### config.mk
export PLATFORM = sky130hd
export DESIGN_NAME = normalizer
export DESIGN_NICKNAME = d
export VERILOG_FILES = /design/src/rtl/normalizer_pkg.sv /design/src/rtl/normalizer_shift_step.sv /design/src/rtl/normalizer.sv
export SDC_FILE = /design/constraint.sdc
export NUM_CORES = 1
export LEC_CHECK = 0
export ABC_AREA = 1
export BUFFER_PORTS_ARGS = -buffer_cell sky130_fd_sc_hd__buf_2
export CORE_MARGIN = 4
export CORE_UTILIZATION = 50
export CTS_BUF_LIST = sky130_fd_sc_hd__clkbuf_16
export DETAILED_ROUTE_END_ITERATION = 7
export PLACE_DENSITY = 0.73
export SETUP_SLACK_MARGIN = 0.5
export SYNTH_ARGS = -nofsm -noshare
export SYNTH_HDL_FRONTEND = slang
export SYNTH_SLANG_ARGS = --single-unit
export TNS_END_PERCENT = 5
### constraint.sdc
create_clock -name clk -period 3.7 [get_ports clk]
set_clock_uncertainty 0.2 [all_clocks]
set_input_delay 0.37 -clock clk [delete_from_list [all_inputs] [get_ports clk]]
set_output_delay 0.37 -clock clk [all_outputs]
set_load 0.01 [all_outputs]
### src/rtl/normalizer_pkg.sv
// Shared widths and state encoding for the iterative leading/trailing-zero normalizer.
package normalizer_pkg;

  localparam int unsigned WIDTH      = 16;
  localparam int unsigned COUNT_W    = 5;
  localparam int unsigned ZERO_COUNT = 16;

  typedef enum logic [0:0] {
    IDLE  = 1'b0,
    SHIFT = 1'b1
  } state_e;

endpackage

### src/rtl/normalizer_shift_step.sv
// One normalization step: single-bit shift toward the target end plus target/zero tests.
module shift_step
  import normalizer_pkg::*;
(
  input  logic [WIDTH-1:0] i_value,
  input  logic             i_dir,
  output logic [WIDTH-1:0] o_shifted_c,
  output logic             o_target_c,
  output logic             o_zero_c
);

  // i_dir=0 walks toward bit 15, i_dir=1 walks toward bit 0; vacated bit is zero-filled
  always_comb begin
    o_shifted_c = '0;
    o_target_c  = 1'b0;
    if (i_dir) begin
      o_shifted_c = {1'b0, i_value[WIDTH-1:1]};
      o_target_c  = i_value[0];
    end else begin
      o_shifted_c = {i_value[WIDTH-2:0], 1'b0};
      o_target_c  = i_value[WIDTH-1];
    end
    o_zero_c = (i_value == '0);
  end

endmodule

### src/rtl/normalizer.sv
// Iterative normalizer: shifts one bit per cycle until the target bit is set, reporting the shift count.
module normalizer
  import normalizer_pkg::*;
(
  input  logic               clk,
  input  logic               reset,
  input  logic               start,
  input  logic [WIDTH-1:0]   valueEntry,
  input  logic               direction,
  output logic               busy,
  output logic               done,
  output logic [WIDTH-1:0]   result,
  output logic [COUNT_W-1:0] count,
  output logic               zero
);

  state_e             r_state;
  logic [WIDTH-1:0]   r_work;
  logic               r_dir;
  logic [COUNT_W-1:0] r_cnt;
  logic               r_busy;
  logic               r_done;
  logic [WIDTH-1:0]   r_result;
  logic [COUNT_W-1:0] r_count;
  logic               r_zero;

  logic [WIDTH-1:0]   w_shifted;
  logic               w_target;
  logic               w_zero;

  shift_step u_shift_step (
    .i_value     (r_work),
    .i_dir       (r_dir),
    .o_shifted_c (w_shifted),
    .o_target_c  (w_target),
    .o_zero_c    (w_zero)
  );

  // Control FSM; result/count/zero only change on completion so they hold between operations
  always_ff @(posedge clk or negedge reset) begin
    if (!reset) begin
      r_state  <= IDLE;
      r_work   <= '0;
      r_dir    <= 1'b0;
      r_cnt    <= '0;
      r_busy   <= 1'b0;
      r_done   <= 1'b0;
      r_result <= '0;
      r_count  <= '0;
      r_zero   <= 1'b0;
    end else begin
      r_done <= 1'b0;
      case (r_state)
        IDLE: begin
          if (start) begin
            r_work  <= valueEntry;
            r_dir   <= direction;
            r_cnt   <= '0;
            r_busy  <= 1'b1;
            r_state <= SHIFT;
          end
        end
        SHIFT: begin
          if (w_zero) begin
            r_result <= '0;
            r_count  <= COUNT_W'(ZERO_COUNT);
            r_zero   <= 1'b1;
            r_done   <= 1'b1;
            r_busy   <= 1'b0;
            r_state  <= IDLE;
          end else if (w_target) begin
            r_result <= r_work;
            r_count  <= r_cnt;
            r_zero   <= 1'b0;
            r_done   <= 1'b1;
            r_busy   <= 1'b0;
            r_state  <= IDLE;
          end else begin
            // A nonzero operand hits its target within 15 shifts, so r_cnt cannot wrap
            r_work <= w_shifted;
            r_cnt  <= r_cnt + COUNT_W'(1);
          end
        end
        default: begin
          r_busy  <= 1'b0;
          r_state <= IDLE;
        end
      endcase
    end
  end

  assign busy   = r_busy;
  assign done   = r_done;
  assign result = r_result;
  assign count  = r_count;
  assign zero   = r_zero;

endmodule

After elaboration in Yosys (flattened, before gate mapping):

Index checks and enable logic that the tools add are counted.

* $add $sub $neg: 1
* equality and inequality tests: 4
* muxes and demuxes: 26
* bitwise gates (word level): 1
* reductions and logical operators: 6

Operators by type and width (number)
* 16-bit two-way mux: 6
* 16-bit one-hot mux with 2 select lines: 1
* 5-bit two-way mux: 5
* 16-bit zero test: 1
* 1-bit two-way mux: 11
* 5-bit one-hot mux with 2 select lines: 1
* 2-bit != test, second input constant: 3
* 2-bit AND reduction: 3
* 5-bit by 1-bit adder with 5-bit output, second input constant: 1
* 1-bit one-hot mux with 2 select lines: 2
* 3-bit by 1-bit != test with 1-bit output, second input constant: 1
* 3-bit AND reduction: 1
* 2-bit nonzero test: 1
* 1-bit inverter: 1

* bits in registers: 47
* input bits: 20

Longest topological paths before layout:

Gate-level depths: netlist of run 1.

* depth after elaboration: 4
* gate-level depth with buffers: 9

By module:

A second synthesis of run 1 with hierarchy kept.

* cell total of the unflattened synthesis: 327
* area total of the unflattened synthesis: 2484.9 um^2

Modules (own cells, without submodules)
* normalizer: times used 1, cells each 260, area an instance 2205.9 um^2
* shift_step: times used 1, cells each 67, area an instance 279.0 um^2

Worst setup path after synthesis of run 1:

No wires, ideal clock.

* path kind: register to register
* from: register r_dir
* to: register r_busy (netlist: busy)
* setup time: 0.121 ns
* arrival time: 1.188 ns
* required time: 3.379 ns
* setup slack: 2.191 ns
* cell stages (with the launch flop): 9
* path through: dfrtp_1 > buf_2 > o21ai_4 > inv_2 > nand2_1 > nand2_2 > buf_6 > nand2_1 > nand2_1

* longest elaborated chain between the ends: 3

RTL lines
* start, declared: line normalizer.sv:19 `logic r_dir;`
* start signal, assigned: line normalizer.sv:57 `r_dir <= direction;`
* 1-bit two-way mux: line normalizer_shift_step.sv:16 `if (i_dir) begin`
* 3-bit by 1-bit != test with 1-bit output (no source line)
* 2-bit AND reduction (no source line)
* end signal, assigned: line normalizer.sv:46 `r_busy <= 1'b0;`
* end signal, assigned: line normalizer.sv:59 `r_busy <= 1'b1;`
* end signal, assigned: line normalizer.sv:69 `r_busy <= 1'b0;`
* end, declared: line normalizer.sv:21 `logic r_busy;`

Every way passes these cells.
A chain may end at the register's enable or synchronous reset.

Worst setup path after layout of run 1:

* from: register r_dir
* to: register r_result[15] (netlist: result[15])

* longest elaborated chain between the ends: 3

RTL lines
* 1-bit two-way mux: line normalizer_shift_step.sv:16
* 2-bit nonzero test (no source line)
* 2-bit AND reduction (no source line)
* end signal, assigned: line normalizer.sv:72 `r_result <= r_work;`
* end, declared: line normalizer.sv:23 `logic [WIDTH-1:0] r_result;`

Every way passes these cells.

==> results of run 1 <==
[per-layer routing]
| layer | vias up | share of wire, % | wire length [um] |
|---|---|---|---|
| li1 | 1060 | - | - |
| met1 | 985 | 45 | 2549 |
| met2 | 74 | 48 | 2686 |
| met3 | 5 | 6.3 | 358 |
| met4 | 0 | 0.89 | 50 |
| met5 | - | 0 | 0 |
[cell families (layout without fill, tap and decap cells)]
group	after synthesis	in the layout	synth area share [%]
AOI/OAI and AO/OA	30	30	6.765
xor gates and xnor gates	3	3	1.101
adders and majority gates	1	1	0.5243
buffers and inverters	25	59	6.292
DFF	47	47	49.29
and+or+nand+nor	194	194	36.03
[cells in the final DEF, fill, tap and decap left out, drive strengths merged]
| master | Yosys | final |
|---|---|---|
| xnor2 | 1 | 1 |
| nor2 | 26 | 26 |
| nand3 | 27 | 27 |
| o21ai | 29 | 29 |
| ha | 1 | 1 |
| buf | 14 | 45 |
| clkbuf | 5 | 5 |
| inv | 5 | 7 |
| nand4 | 24 | 24 |
| xor2 | 2 | 2 |
| a21oi | 1 | 1 |
| dfrtp | 47 | 47 |
| nand2 | 116 | 116 |
| clkinv | 1 | 2 |
| or2 | 1 | 1 |
[stage by stage]
stage | util, % | area (sq um) | instances
after floorplan | - | 2386 | 300
after CTS | 60.15 | 2691 | 386
after global placement | 57.07 | 2554 | 378
final | 60.15 | 2691 | 386
after global routing | 60.15 | 2691 | 386
after detailed placement | 57.07 | 2554 | 378
[worst max-delay path, delay by kind of cell, from the launching register on]
family	cells	cell delay, ps
buffers and inverters	1	110
AOI/OAI and AO/OA	1	140
and+or+nand+nor	5	770
DFF	1	690
[area by class of cell]
type	count	share of cell area, %
Tap cell	52	2.417
Sequential cell	47	43.70
Inverter	6	0.8368
Multi-Input combinational cell	228	39.38
Clock inverter	3	0.4649
Timing Repair Buffer	45	8.554
Clock buffer	5	4.649
[report_power, final]
group | total, mW | internal, mW | switching (mW)
Sequential | 1.01 | 0.756 | 0.256
Clock | 0.428 | 0.244 | 0.184
Combinational | 1.14 | 0.420 | 0.718
[final timing paths]
check / start / end / cells past startpoint
max: r_dir$_DFFE_PN0P_ / result[15]$_DFFE_PN0P_ / 7
min reg2reg: result[14]$_DFFE_PN0P_ / result[14]$_DFFE_PN0P_ / 2
max in group asynchronous: reset / result[11]$_DFFE_PN0P_ / 1
max reg2reg: r_dir$_DFFE_PN0P_ / result[15]$_DFFE_PN0P_ / 7
min in group clk: direction / r_dir$_DFFE_PN0P_ / 3
min: reset / result[0]$_DFFE_PN0P_ / 1
[registers in the layout, summed over array words and instances (netlist names)]
name	count
busy	1
count	5
done	1
r_cnt	5
r_dir	1
r_state	1
r_work	16
result	16
zero	1
==> results.yml, run 1 <==
clock_network:
  htreeDepth: 2
  max-clock-path-buffers: 2
  root_buffer: "clkbuf_16"
  tritoncts: "built"
  cts.hold.buffers_added: 0
  clk_latency_ps: 280
  clock_sinks: 47
  numCtsBuffers: 5
  post-cts-setup-buffers: 0
  clkSlewWorstSetupHoldPaths_ps: 60
  cts_resized: 0
worst_setup_path:
  crit_chain: "nand2_1 > o21ai_4 > inv_2 > nand2_1 > nand2_2 > nand2_1 > nand2_1"
  cpMaxStageDelayCell: "dfrtp_1"
  crit_fanout: 24
  crit_path_end_kind: "flop"
  critical_path_class: "flop to flop"
  crit_path_max_incr_delay_ps: 690
  worst_ep_required_time_ps: 3670
  cp_data_arrival_time_ps: 2020
  path_common_cell: "nand2_1"
  rrSetupSlack_ps: 1650
  start_kind: "flop"
grt:
  grt_pass1_vias: 2035
  overflow: 0
  gr-usage-met3_pct: 3.162
  top_usage_layer: "met2"
  grt_pass1_wl_mm: 9.577
  grt_use_met2_pct: 32.49
  grt.total_usage_pct: 19.98
  grt_util_met1_pct: 27.37
  grt_max_degree: 48
  grt_antenna_before_repair: 0
drt:
  drt-total-wl_mm: 5.644
  wire_per_inst_um: 14.62
  drt_iter0_drc: 225
  ant_nets: 0
  drc: 0
  first_pass_iters: 4
  route.vias.total: 2124
  viasPerCell: 5.503
sta:
  worstMarginPinSlew_ps: 1017
  tns_ps: 0
  drv_slew: 0
  final.period_utilization_pct: 55.47
  final-setup-viol-count: 0
  fin_crit_ps: 2052
  max_freq_mhz: 487.2
  slew_headroom_pct: 32.21
  rsz0062_at_grt: "false"
  fin_ws_ps: 1648
  hold_slack_ps: 64.79
  hold_viol: 0
final_layout:
  area_growth_pct: 12.79
  nets: 354
  multi_input_area_sq_um: 1060
  layout-drive-gt1-share_pct: 18.56
  fill_cells: 421
  diodes: 0
  seq_area_sq_um: 1176
synthesis:
  ys_seq_area_share_pct: 49.29
  netlist_instances: 300
  synth-seq-cells: 47
  ys.warnings.count: 0
  synth_area_leaders: "dfrtp_1 (49%), nand2_1 (18%), nand4_1 (6.3%)"
  synth_common_cells: "nand2_1 (113), dfrtp_1 (47), nand3_1 (25)"
  async_flop_share_pct: 100.0
  syn-cell-area_sq_um: 2386
  synth-edff-count: 0
  synth_cell_type_count: 26
  yosys.cell_count.top_type: "nand2_1"
  synthFlopType: "dfrtp_1"
  netlist.area_leader.share_pct: 49.29
  yosysTopAreaCell: "dfrtp_1"
  syn_nets: 321
  synth_area_per_cell_sq_um: 7.953
flow_run:
  max_cap_violations: 0
die:
  die_x_um: 77.08
  std_cell_rows: 24
  start_util_pct: 53.33
  ioPinCount: 44
  die_h_um: 77.08
  placeableCoreArea_sq_um: 4474
  dieArea_sq_um: 5941
outcome:
  status: "completed"
worst_hold_path:
  hp-class: "input pin to asynchronous set/reset pin"
place:
  hpwl_mm: 3.711
  pre_cts_ws_ps: 1660
  gp_congestion: 0.8887
  io_buffers: 43
power_and_ir_drop:
  powerDensity_nw_per_um2: 958.4
  leakage_nw: 1.452
  p_total_mw: 2.579
  peakVddDrop_uv: 552.8
(Power assumes the default switching activity.)
==> run 2: changes to the inputs <==
--- a/config.mk
+++ b/config.mk
@@ -5,13 +5,13 @@
 export SDC_FILE = /design/constraint.sdc
 export NUM_CORES = 1
 export LEC_CHECK = 0
-export ABC_AREA = 1
+export ABC_AREA = 0
 export BUFFER_PORTS_ARGS = -buffer_cell sky130_fd_sc_hd__buf_2
 export CORE_MARGIN = 4
 export CORE_UTILIZATION = 50
 export CTS_BUF_LIST = sky130_fd_sc_hd__clkbuf_16
 export DETAILED_ROUTE_END_ITERATION = 7
-export PLACE_DENSITY = 0.73
+export PLACE_DENSITY = 0.74
 export SETUP_SLACK_MARGIN = 0.5
 export SYNTH_ARGS = -nofsm -noshare
 export SYNTH_HDL_FRONTEND = slang
==> constraint.sdc (replaced) <==
create_clock -name clk -period 1.9 [get_ports clk]
set_clock_uncertainty 0.2 [all_clocks]
set_input_delay 0.19 -clock clk [delete_from_list [all_inputs] [get_ports clk]]
set_output_delay 0.19 -clock clk [all_outputs]
set_load 0.01 [all_outputs]
==> run 2 against run 1 <==
Effect of this change: the run now ends with setup timing left; setup slack got worse by 1700 ps; flip-flop and latch count stayed put; via count fell by 15%; critical path depth fell by 1; sequential power rose by 85%; total power up 130%; routed wire length increased by 8.6%; area after synthesis down 8.1%; maximum frequency grew 3.9%; utilization rose by 18 points; die area down 7.3%.
==> results.yml, run 2 <==
grt:
  grt.total_usage_pct: 22.77
  grt_pass1_wl_mm: 9.397
  grt_max_degree: 27
  overflow: 0
  grt_antenna_before_repair: 0
  grt_pass1_vias: 1807
synthesis:
  synth-seq-cells: 47
  synth-edff-count: 0
  syn-cell-area_sq_um: 2192
  ys_seq_area_share_pct: 53.65
  synthFlopType: "dfrtp_1"
  async_flop_share_pct: 100.0
  netlist_instances: 180
  synth_cell_type_count: 29
  synth_area_per_cell_sq_um: 12.18
  synth_common_cells: "dfrtp_1 (47), nand2_1 (23), mux2i_1 (19)"
  ys.warnings.count: 0
  synth_area_leaders: "dfrtp_1 (54%), mux2_4 (9.6%), mux2i_1 (8.7%)"
  yosys.cell_count.top_type: "dfrtp_1"
  netlist.area_leader.share_pct: 53.65
  yosysTopAreaCell: "dfrtp_1"
  syn_nets: 201
worst_setup_path:
  crit_fanout: 8
  cp_data_arrival_time_ps: 1960
  path_common_cell: "buf_6"
  crit_chain: "nor4_4 > and4_4 > buf_6 > o21ai_4 > buf_6 > o221ai_1"
  critical_path_class: "flop to flop"
  worst_ep_required_time_ps: 1890
  rr_worst_depth: 6
  crit_path_end_kind: "flop"
  timing.critical_path.buf_inv: 2
  crit_path_max_incr_delay_ps: 430
  critPathTopFamily: "simple AND/OR/NAND/NOR gates"
  cpMaxStageDelayCell: "dfrtp_1"
  path_depth: 6
  start_kind: "flop"
clock_network:
  numCtsBuffers: 5
  clock_sinks: 47
  tritoncts: "built"
  clk_latency_ps: 280
  clkSlewWorstSetupHoldPaths_ps: 60
  htreeDepth: 2
  max-clock-path-buffers: 2
  root_buffer: "clkbuf_16"
drt:
  viasPerCell: 5.541
  route.met2.wl_mm: 2.982
  drt_iter0_drc: 134
  first_pass_iters: 4
  ant_nets: 0
  drt-total-wl_mm: 6.130
  route.vias.total: 1812
  wire_per_inst_um: 18.75
  drc: 0
  top_layer_used: "met4"
  wl_met1_mm: 2.696
  route.met3.wl_um: 379
sta:
  final.period_utilization_pct: 103.9
  slew_headroom_pct: 63.79
  worstMarginPinSlew_ps: 543.2
  fin_ws_ps: -74.84
  fin_crit_ps: 1975
  rsz0062_at_grt: "true"
  max_freq_mhz: 506.4
  final-setup-viol-count: 14
  drv_slew: 0
  tns_ps: -335.7
  hold_viol: 0
power_and_ir_drop:
  powerDensity_nw_per_um2: 1857
  leakage_nw: 1.583
  peakVddDrop_uv: 998.5
final_layout:
  area_growth_pct: 46.18
  nets: 297
  layout-drive-gt1-share_pct: 46.21
  diodes: 0
  layout_commonest_cell: "dfrtp_1"
  final_cell_mix: "dfrtp_1 (45), buf_2 (43), buf_4 (30), nand2_1 (23), mux2i_1 (18)"
place:
  pre_cts_ws_ps: -263.6
  hpwl_mm: 3.434
  gp_congestion: 0.7962
  io_buffers: 43
worst_hold_path:
  holdPathStages: 3
  hp-class: "input pin to flop"
die:
  start_util_pct: 53.27
  ioPinCount: 44
  placeableCoreArea_sq_um: 4115
  dieArea_sq_um: 5508
  std_cell_rows: 23
  die_x_um: 74.22
  die_h_um: 74.22
flow_run:
  max_cap_violations: 0
outcome:
  status: "finished with violations"
  violations: "setup timing"
-- run 2: logic make-up after synthesis --
family | after synthesis | share of synthesized area (%)
flops | 47 | 53.65
simple gates | 45 | 9.875
mux | 35 | 19.29
compound gates | 27 | 11.02
buf+inv | 23 | 4.794
xor+xnor | 2 | 0.7992
fa+ha+maj | 1 | 0.5707
-- run 2: worst register-to-register path, stage by stage (launching register included) --
cell	delay [ps]
dfrtp_1	430
nor4_4	320
and4_4	350
buf_6	130
o21ai_4	90
buf_6	160
o221ai_1	200
-- run 2: metal layers --
| layer | vias up | global-route usage (%) |
|---|---|---|
| met1 | 884 | 32.02 |
| li1 | 846 | - |
| met5 | - | 0 |
| met2 | 76 | 37.50 |
| met3 | 6 | 4.189 |
| met4 | 0 | 4.348 |
-- run 2: worst paths after layout --
check                                             end  slack, ps                   start
worst max register to register  r_work[7]$_DFFE_PN0P_        -70  r_work[13]$_DFFE_PN0P_
worst min register to register   count[0]$_DFFE_PN0P_        300    count[0]$_DFFE_PN0P_
max in group asynchronous           r_state$_DFF_PN0_        730                   reset
worst min-delay path                 busy$_DFFE_PN0P_         60                   start
worst max-delay path            r_work[7]$_DFFE_PN0P_        -70  r_work[13]$_DFFE_PN0P_
min in group asynchronous       result[9]$_DFFE_PN0P_        220                   reset
-- run 2: area by class of cell --
class | instances | area [sq um]
fill | 251 | 910.9
clock inverter | 3 | 12.51
inverter | 15 | 56.30
multi-input combinational | 112 | 1084
timing repair buffer | 95 | 685.7
sequential | 47 | 1179
clock buffer | 5 | 125.1
tap | 50 | 62.56
-- run 2: metrics by stage --
stage	std cells	utilization, %	hold slack (ps)	area [sq um]	power, mW
2_1_floorplan	180	-	-305.6	2223	3.476
3_3_place_gp	296	65.80	-8.295	2708	4.459
3_5_place_dp	296	65.80	-5.320	2708	4.521
4_1_cts	325	75.83	18.30	3120	5.664
5_1_grt	327	77.87	74.24	3204	6.269
6_report	327	77.87	55.63	3204	5.950
-- run 2: repair_timing --
| item | CTS | global route |
|---|---|---|
| buffers inserted | 3 | 2 |
| hold buffers | 16 | 0 |
| endpoints found under the hold margin | 36 | 0 |
| setup endpoints to repair | 46 | 47 |
| gates resized for setup | 13 | 12 |
| cloned | 2 | 0 |
| pin swaps | 5 | 5 |
-- run 2: power by group --
part	switching (mW)	internal (mW)	leakage, nW
logic	1.55	1.70	0.925
clock network	0.347	0.476	0.0762
registers	0.410	1.46	0.582
